### config.mk
export PLATFORM = sky130hd
export DESIGN_NAME = stalin_sort_stream
export DESIGN_NICKNAME = d
export VERILOG_FILES = /design/src/rtl/stalin_sort_pkg.sv /design/src/rtl/stalin_sort_fifo.sv /design/src/rtl/stalin_sort_stream.sv
export SDC_FILE = /design/constraint.sdc
export NUM_CORES = 1
export LEC_CHECK = 0
export CORE_MARGIN = 3
export CORE_UTILIZATION = 35
export CTS_BUF_LIST = sky130_fd_sc_hd__clkbuf_8
export CTS_CLUSTER_DIAMETER = 100
export CTS_CLUSTER_SIZE = 28
export DETAILED_ROUTE_END_ITERATION = 7
export GPL_TIMING_DRIVEN = 0
export HOLD_SLACK_MARGIN = 0.15
export PLACE_DENSITY = 0.58
export SYNTH_ARGS = -nofsm -noshare
export SYNTH_HDL_FRONTEND = slang
export SYNTH_SLANG_ARGS = --single-unit
export TNS_END_PERCENT = 100
### constraint.sdc
create_clock -name clk -period 4.6 [get_ports clk]
set_input_delay 0.92 -clock clk [delete_from_list [all_inputs] [get_ports clk]]
set_output_delay 0.92 -clock clk [all_outputs]
set_load 0.02 [all_outputs]
### src/rtl/stalin_sort_pkg.sv
// Shared compare modes and keep/drop decision for the streaming Stalin sort.
package stalin_sort_pkg;

    localparam logic ORDER_ASC  = 1'b0;
    localparam logic ORDER_DESC = 1'b1;
    localparam logic EQ_KEEP    = 1'b0;
    localparam logic EQ_DROP    = 1'b1;

    // lt/eq are in_data relative to the running extreme, already sign-resolved.
    function automatic logic keep_beat(input logic lt, input logic eq,
                                       input logic order, input logic eq_mode);
        logic gt;
        gt = !lt && !eq;
        if (order == ORDER_DESC)
            return (eq_mode == EQ_DROP) ? lt : (lt || eq);
        else
            return (eq_mode == EQ_DROP) ? gt : (gt || eq);
    endfunction

endpackage

### src/rtl/stalin_sort_fifo.sv
// Synchronous FIFO with two in-order push ports, one pop port and an occupancy count.
module stalin_sort_fifo #(
    parameter int unsigned W     = 9,
    parameter int unsigned DEPTH = 4
) (
    input  logic                       clk,
    input  logic                       rst,
    input  logic                       push0_i,
    input  logic [W-1:0]               d0_i,
    input  logic                       push1_i,
    input  logic [W-1:0]               d1_i,
    input  logic                       pop_i,
    output logic [W-1:0]               head_o,
    output logic [$clog2(DEPTH):0]     count_o
);

    localparam int unsigned AW = $clog2(DEPTH);
    localparam int unsigned CW = AW + 1;

    logic [W-1:0]  mem_q [DEPTH];
    logic [AW-1:0] wr_q, rd_q;
    logic [CW-1:0] count_q;
    logic          do_pop;

    assign do_pop  = pop_i && (count_q != '0);
    assign head_o  = mem_q[rd_q];
    assign count_o = count_q;

    // push1 lands behind push0 when both fire in the same cycle
    always_ff @(posedge clk) begin
        if (push0_i)
            mem_q[wr_q] <= d0_i;
        if (push1_i)
            mem_q[wr_q + AW'(push0_i)] <= d1_i;
    end

    always_ff @(posedge clk or posedge rst) begin
        if (rst) begin
            wr_q    <= '0;
            rd_q    <= '0;
            count_q <= '0;
        end else begin
            wr_q    <= wr_q + AW'(push0_i) + AW'(push1_i);
            rd_q    <= rd_q + AW'(do_pop);
            count_q <= count_q + CW'(push0_i) + CW'(push1_i) - CW'(do_pop);
        end
    end

endmodule

### src/rtl/stalin_sort_stream.sv
// Streaming frame-based Stalin sort: drops out-of-order beats, emits survivors with end-of-frame.
// Optional per-frame statistics enabled by defining STALIN_SORT_STREAM_STATS_EN.
module stalin_sort_stream
    import stalin_sort_pkg::*;
#(
    parameter int unsigned WIDTH      = 8,
    parameter int unsigned DESCENDING = 0,
    parameter int unsigned STRICT     = 0,
    parameter int unsigned SIGNED     = 0,
    parameter int unsigned FIFO_DEPTH = 4,
    parameter int unsigned CNT_W      = 16
) (
    input  logic             clk,
    input  logic             rst,
    input  logic             in_valid,
    output logic             in_ready,
    input  logic [WIDTH-1:0] in_data,
    input  logic             in_last,
    output logic             out_valid,
    input  logic             out_ready,
    output logic [WIDTH-1:0] out_data,
    output logic             out_last
`ifdef STALIN_SORT_STREAM_STATS_EN
    ,
    output logic             stat_valid,
    output logic [CNT_W-1:0] stat_kept,
    output logic [CNT_W-1:0] stat_dropped
`endif
);

    localparam int unsigned CW = $clog2(FIFO_DEPTH) + 1;

    typedef struct packed {
        logic [WIDTH-1:0] data;
        logic             last;
    } entry_t;

    logic [WIDTH-1:0] ext_q, ext_d, held_q, held_d;
    logic             held_v_q, held_v_d, first_q, first_d;
    logic             accept, keep, lt, eq;
    logic             push0, push1;
    entry_t           e0, e1, head;
    logic [CW-1:0]    count;

    assign in_ready = !rst && (count <= CW'(FIFO_DEPTH - 2));
    assign accept   = in_valid && in_ready;

    assign lt   = (SIGNED != 0) ? ($signed(in_data) < $signed(ext_q)) : (in_data < ext_q);
    assign eq   = (in_data == ext_q);
    assign keep = first_q || keep_beat(lt, eq, (DESCENDING != 0) ? ORDER_DESC : ORDER_ASC,
                                       (STRICT != 0) ? EQ_DROP : EQ_KEEP);

    // Survivors are held back one step so the final one can carry last=1.
    always_comb begin
        ext_d    = ext_q;
        held_d   = held_q;
        held_v_d = held_v_q;
        first_d  = first_q;
        push0    = 1'b0;
        push1    = 1'b0;
        e0       = '0;
        e1       = '0;
        if (accept) begin
            if (keep) begin
                ext_d    = in_data;
                held_d   = in_data;
                held_v_d = 1'b1;
                first_d  = 1'b0;
                if (held_v_q) begin
                    push0 = 1'b1;
                    e0    = '{data: held_q, last: 1'b0};
                    if (in_last) begin
                        push1 = 1'b1;
                        e1    = '{data: in_data, last: 1'b1};
                    end
                end else if (in_last) begin
                    push0 = 1'b1;
                    e0    = '{data: in_data, last: 1'b1};
                end
            end else if (in_last) begin
                push0 = 1'b1;
                e0    = '{data: held_q, last: 1'b1};
            end
            if (in_last) begin
                held_v_d = 1'b0;
                first_d  = 1'b1;
            end
        end
    end

    always_ff @(posedge clk or posedge rst) begin
        if (rst) begin
            ext_q    <= '0;
            held_q   <= '0;
            held_v_q <= 1'b0;
            first_q  <= 1'b1;
        end else begin
            ext_q    <= ext_d;
            held_q   <= held_d;
            held_v_q <= held_v_d;
            first_q  <= first_d;
        end
    end

    stalin_sort_fifo #(
        .W     ($bits(entry_t)),
        .DEPTH (FIFO_DEPTH)
    ) u_fifo (
        .clk     (clk),
        .rst     (rst),
        .push0_i (push0),
        .d0_i    (e0),
        .push1_i (push1),
        .d1_i    (e1),
        .pop_i   (out_valid && out_ready),
        .head_o  (head),
        .count_o (count)
    );

    assign out_valid = (count != '0);
    assign out_data  = out_valid ? head.data : '0;
    assign out_last  = out_valid ? head.last : 1'b0;

`ifdef STALIN_SORT_STREAM_STATS_EN
    logic [CNT_W-1:0] kept_q, dropped_q, kept_n, dropped_n;
    logic [CNT_W-1:0] stat_kept_q, stat_dropped_q;
    logic             stat_valid_q;

    always_comb begin
        kept_n    = kept_q;
        dropped_n = dropped_q;
        if (keep && kept_q != '1)
            kept_n = kept_q + 1'b1;
        if (!keep && dropped_q != '1)
            dropped_n = dropped_q + 1'b1;
    end

    always_ff @(posedge clk or posedge rst) begin
        if (rst) begin
            kept_q         <= '0;
            dropped_q      <= '0;
            stat_kept_q    <= '0;
            stat_dropped_q <= '0;
            stat_valid_q   <= 1'b0;
        end else begin
            stat_valid_q <= 1'b0;
            if (accept) begin
                if (in_last) begin
                    stat_valid_q   <= 1'b1;
                    stat_kept_q    <= kept_n;
                    stat_dropped_q <= dropped_n;
                    kept_q         <= '0;
                    dropped_q      <= '0;
                end else begin
                    kept_q    <= kept_n;
                    dropped_q <= dropped_n;
                end
            end
        end
    end

    assign stat_valid   = stat_valid_q;
    assign stat_kept    = stat_kept_q;
    assign stat_dropped = stat_dropped_q;
`endif

endmodule
==> qor.yml <==
finish:
  fillers: 791
  final_area_um2: 3650
  stdcell_count: 412
  insertedDiodeCount: 0
  synthToLayoutAreaGrowth_pct: 18.6
  fin_nets: 334
  fin_util: 0.435
  drive_above_1_share: 0.124
grt:
  grt-ovfl-total: 0
  first_global_vias: 2322
  grt_max_degree: 18
  antenna_found_initial: 0
  track_usage: 0.159
  grt_pass1_wl_um: 12400
timing:
  fmax_ghz: 0.230
  fin_ws_ns: 0.253
  fin_crit_ns: 4.35
  hold_viol: 0
  period_share: 0.945
  finalSetupViolCount: 0
  slew_viol_final: 0
  relSlewSlack: 0.488
  clock-skew-final_ns: 0.00416
  fin_tns_setup_ns: 0
  rsz0062_at_grt: "false"
  max_slew.worst_pin.slew_ns: 0.768
die:
  core_um2: 8380
  dieWidth_um: 99.7
  chipHeight_um: 99.7
  ios: 24
  fp.dieArea_um2: 9950
  initial_core_util: 0.367
  fp-row-count: 33
yosys:
  async_reset_ff_frac: 0.321
  synth-seq-cells: 53
  synth_edf_count: 36
  ys.flop_type: "edfxtp_1"
  synth_most_common_cell: "edfxtp_1"
  syn_inst: 274
  synth_cell_types: 41
  netlist_top_cells_count: "36 x edfxtp_1, 25 x a31oi_1, 25 x o31ai_1"
  netlist_top_cells_area: "edfxtp_1 35%, dfrtp_1 13%, mux4_2 6.6%, o31ai_1 6.1%, ha_1 5.3%"
  netlist_area_um2: 3080
  synth_top_area_cell: "edfxtp_1"
  synth.avg_cell_area_um2: 11.2
  syn_nets: 302
  synth-seq-area-share: 0.490
  yosys_warnings: 0
  synth_top_area_frac: 0.352
placed_design:
  dpl.hpwl_um: 5450
  place_area_um2: 3450
  numPortBuffers: 22
  dp.cells: 403
  routabilityCongestion: 0.779
  pre_cts_ws_ns: -1.19
critical_path:
  required_ns: 4.62
  critPathLaunchType: "primary input"
  cp.arrival_ns: 4.37
  rr_endpoint: "u_fifo.mem_q[2][1]"
  crit_chain: "clkdlybuf4s50_1 -> ha_1 -> a21oi_1 -> o21ai_0 -> a41o_1 -> buf_2 -> o21ai_4 -> inv_1 -> ha_1 -> xnor2_4 -> nor2_1 -> nand3_2 -> nand2b_4 -> o21ai_2 -> buf_4"
  reg2reg_depth: 12
  crit_type: "in -> reg"
  r2r_slack_ns: 0.77
  critPathCaptureType: "register"
  worst_path_max_delay_cell: "clkdlybuf4s50_1"
  path_buf_inv: 4
  worstPathMaxFanout: 10
  r2r_start: "u_fifo.count_o[0]"
  critPathMaxStageDelay_ns: 0.47
  cpMostUsedCell: "ha_1"
  cp_top_family: "buffers and inverters"
drt:
  routed_wl_um: 7430
  drt_iter0_markers: 285
  post-route-drc-count: 0
  final_antenna_net_count: 0
  vias: 2384
  avgViaCountPerCell: 5.79
  post_drt_wl_per_cell_um: 18.0
  drt_pre_antenna_iters: 5
power:
  internal_power_uw: 1190
  netSwitchingFraction: 0.425
  seq_power_share: 0.330
  p_per_area_nw_per_um2: 568
  clockPowerShare: 0.125
  p_sw_uw: 882
  ir_worst_vdd_uv: 296
  combPwrFrac: 0.545
  p_leak_uw: 0.00132
clock_tree:
  cts_buffer_depth: 2
  clock_latency_ns: 0.30
  clock-sinks: 53
  hold_buffers: 0
  cts_tree: "yes"
  numCtsBuffers: 5
  clk_pin_slew_ns: 0.09
  htree_levels: 2
  clock-root-buffer: "clkbuf_8"
worst_hold_path:
  worst_hold_path_type: "reg -> reg"
  hp-start: "first_q"
  hold_depth: 2
  hold_end: "first_q"
job:
  drv_cap: 0
outcome:
  status: "complete, no violations"
## per-stage QoR
stage,hold slack (ns),power [uW]
2_1_floorplan,0.463,1420
3_3_place_gp,0.480,1730
3_5_place_dp,0.492,1770
4_1_cts,0.506,2080
5_1_grt,0.543,2240
6_report,0.501,2070
## power by group through the flow
stage,Sequential (uW),Clock (uW),Combinational [uW]
CTS,684,270,1130
detailed placement,690,0,1080
global placement,688,0,1040
floorplan,676,0,747
global route,699,285,1260
finish,684,259,1130
## layer usage
layer  vias up  GRT usage  wire (um)
met2       101      0.254       3460
met4         0     0.0389         90
met1      1147      0.227       3420
li1       1129          -          -
met3         7     0.0245        456
met5         -          0          0
## area by class of cell
class / instances / area, um^2 / share of cell area
flip-flops and latches: 53 / 1510 / 0.413
multi-input cells: 179 / 1500 / 0.412
clock buffers: 5 / 68.8 / 0.0189
well taps: 105 / 131 / 0.0360
inverters: 23 / 86.3 / 0.0237
plain buffers: 18 / 72.6 / 0.0199
repair buffers: 26 / 262 / 0.0717
clock inverters: 3 / 18.8 / 0.00514
## how the worst max path moves through the flow
stage	from	end	slack (ns)	cells past startpoint
after floorplan	in_data[7]	u_fifo.mem_q[2][0]	0.32	14
after global placement	in_data[0]	u_fifo.mem_q[2][8]	-1.39	16
after detailed placement	in_data[0]	u_fifo.mem_q[1][4]	-1.19	15
after CTS	in_data[7]	u_fifo.mem_q[0][4]	0.05	15
after global routing	in_data[3]	u_fifo.mem_q[3][7]	0.02	15
final	in_data[3]	u_fifo.mem_q[2][1]	0.25	15
## layout by cell type (no fill, tap or decap), drive strengths merged, types with 3 or more instances in the layout
cell type / instances
ha: 13
clkdlybuf4s50: 18
mux4: 9
clkbuf: 19
nand2: 8
o31ai: 25
edfxtp: 36
dlymetal6s2s: 3
nand3: 17
a31oi: 25
nand2b: 6
o21ai: 27
o22ai: 8
buf: 8
nor2b: 11
inv: 24
xnor2: 3
dfrtp: 16
## registers in the layout, indices dropped and copies added (netlist names)
register	flops
held_v_q	1
u_fifo.rd_q	2
held_q	8
first_q	1
u_fifo.wr_q	2
u_fifo.mem_q	36
u_fifo.count_o	3
## tightest hold or removal path: stages (launching register included)
cell	delay, ns
dfstp_2	0.38
inv_1	0.04
o21ai_0	0.08
## logic make-up after synthesis
group / Yosys count / share of synthesized area
XOR/XNOR: 4 / 0.0114
adder cells (fa/ha/maj): 15 / 0.0659
multiplexers: 10 / 0.0696
AO/OA/AOI/OAI: 97 / 0.207
flip-flops: 53 / 0.490
buffers and inverters: 42 / 0.0525
AND/OR/NAND/NOR: 53 / 0.104
## repair_timing
action | 4_1_cts | 5_1_grt
pin swaps | 2 | 1
buffers inserted | 1 | 1
resized for setup | 16 | 6
setup endpoints to repair | 72 | 45
Power figures use the tool's default switching activity.
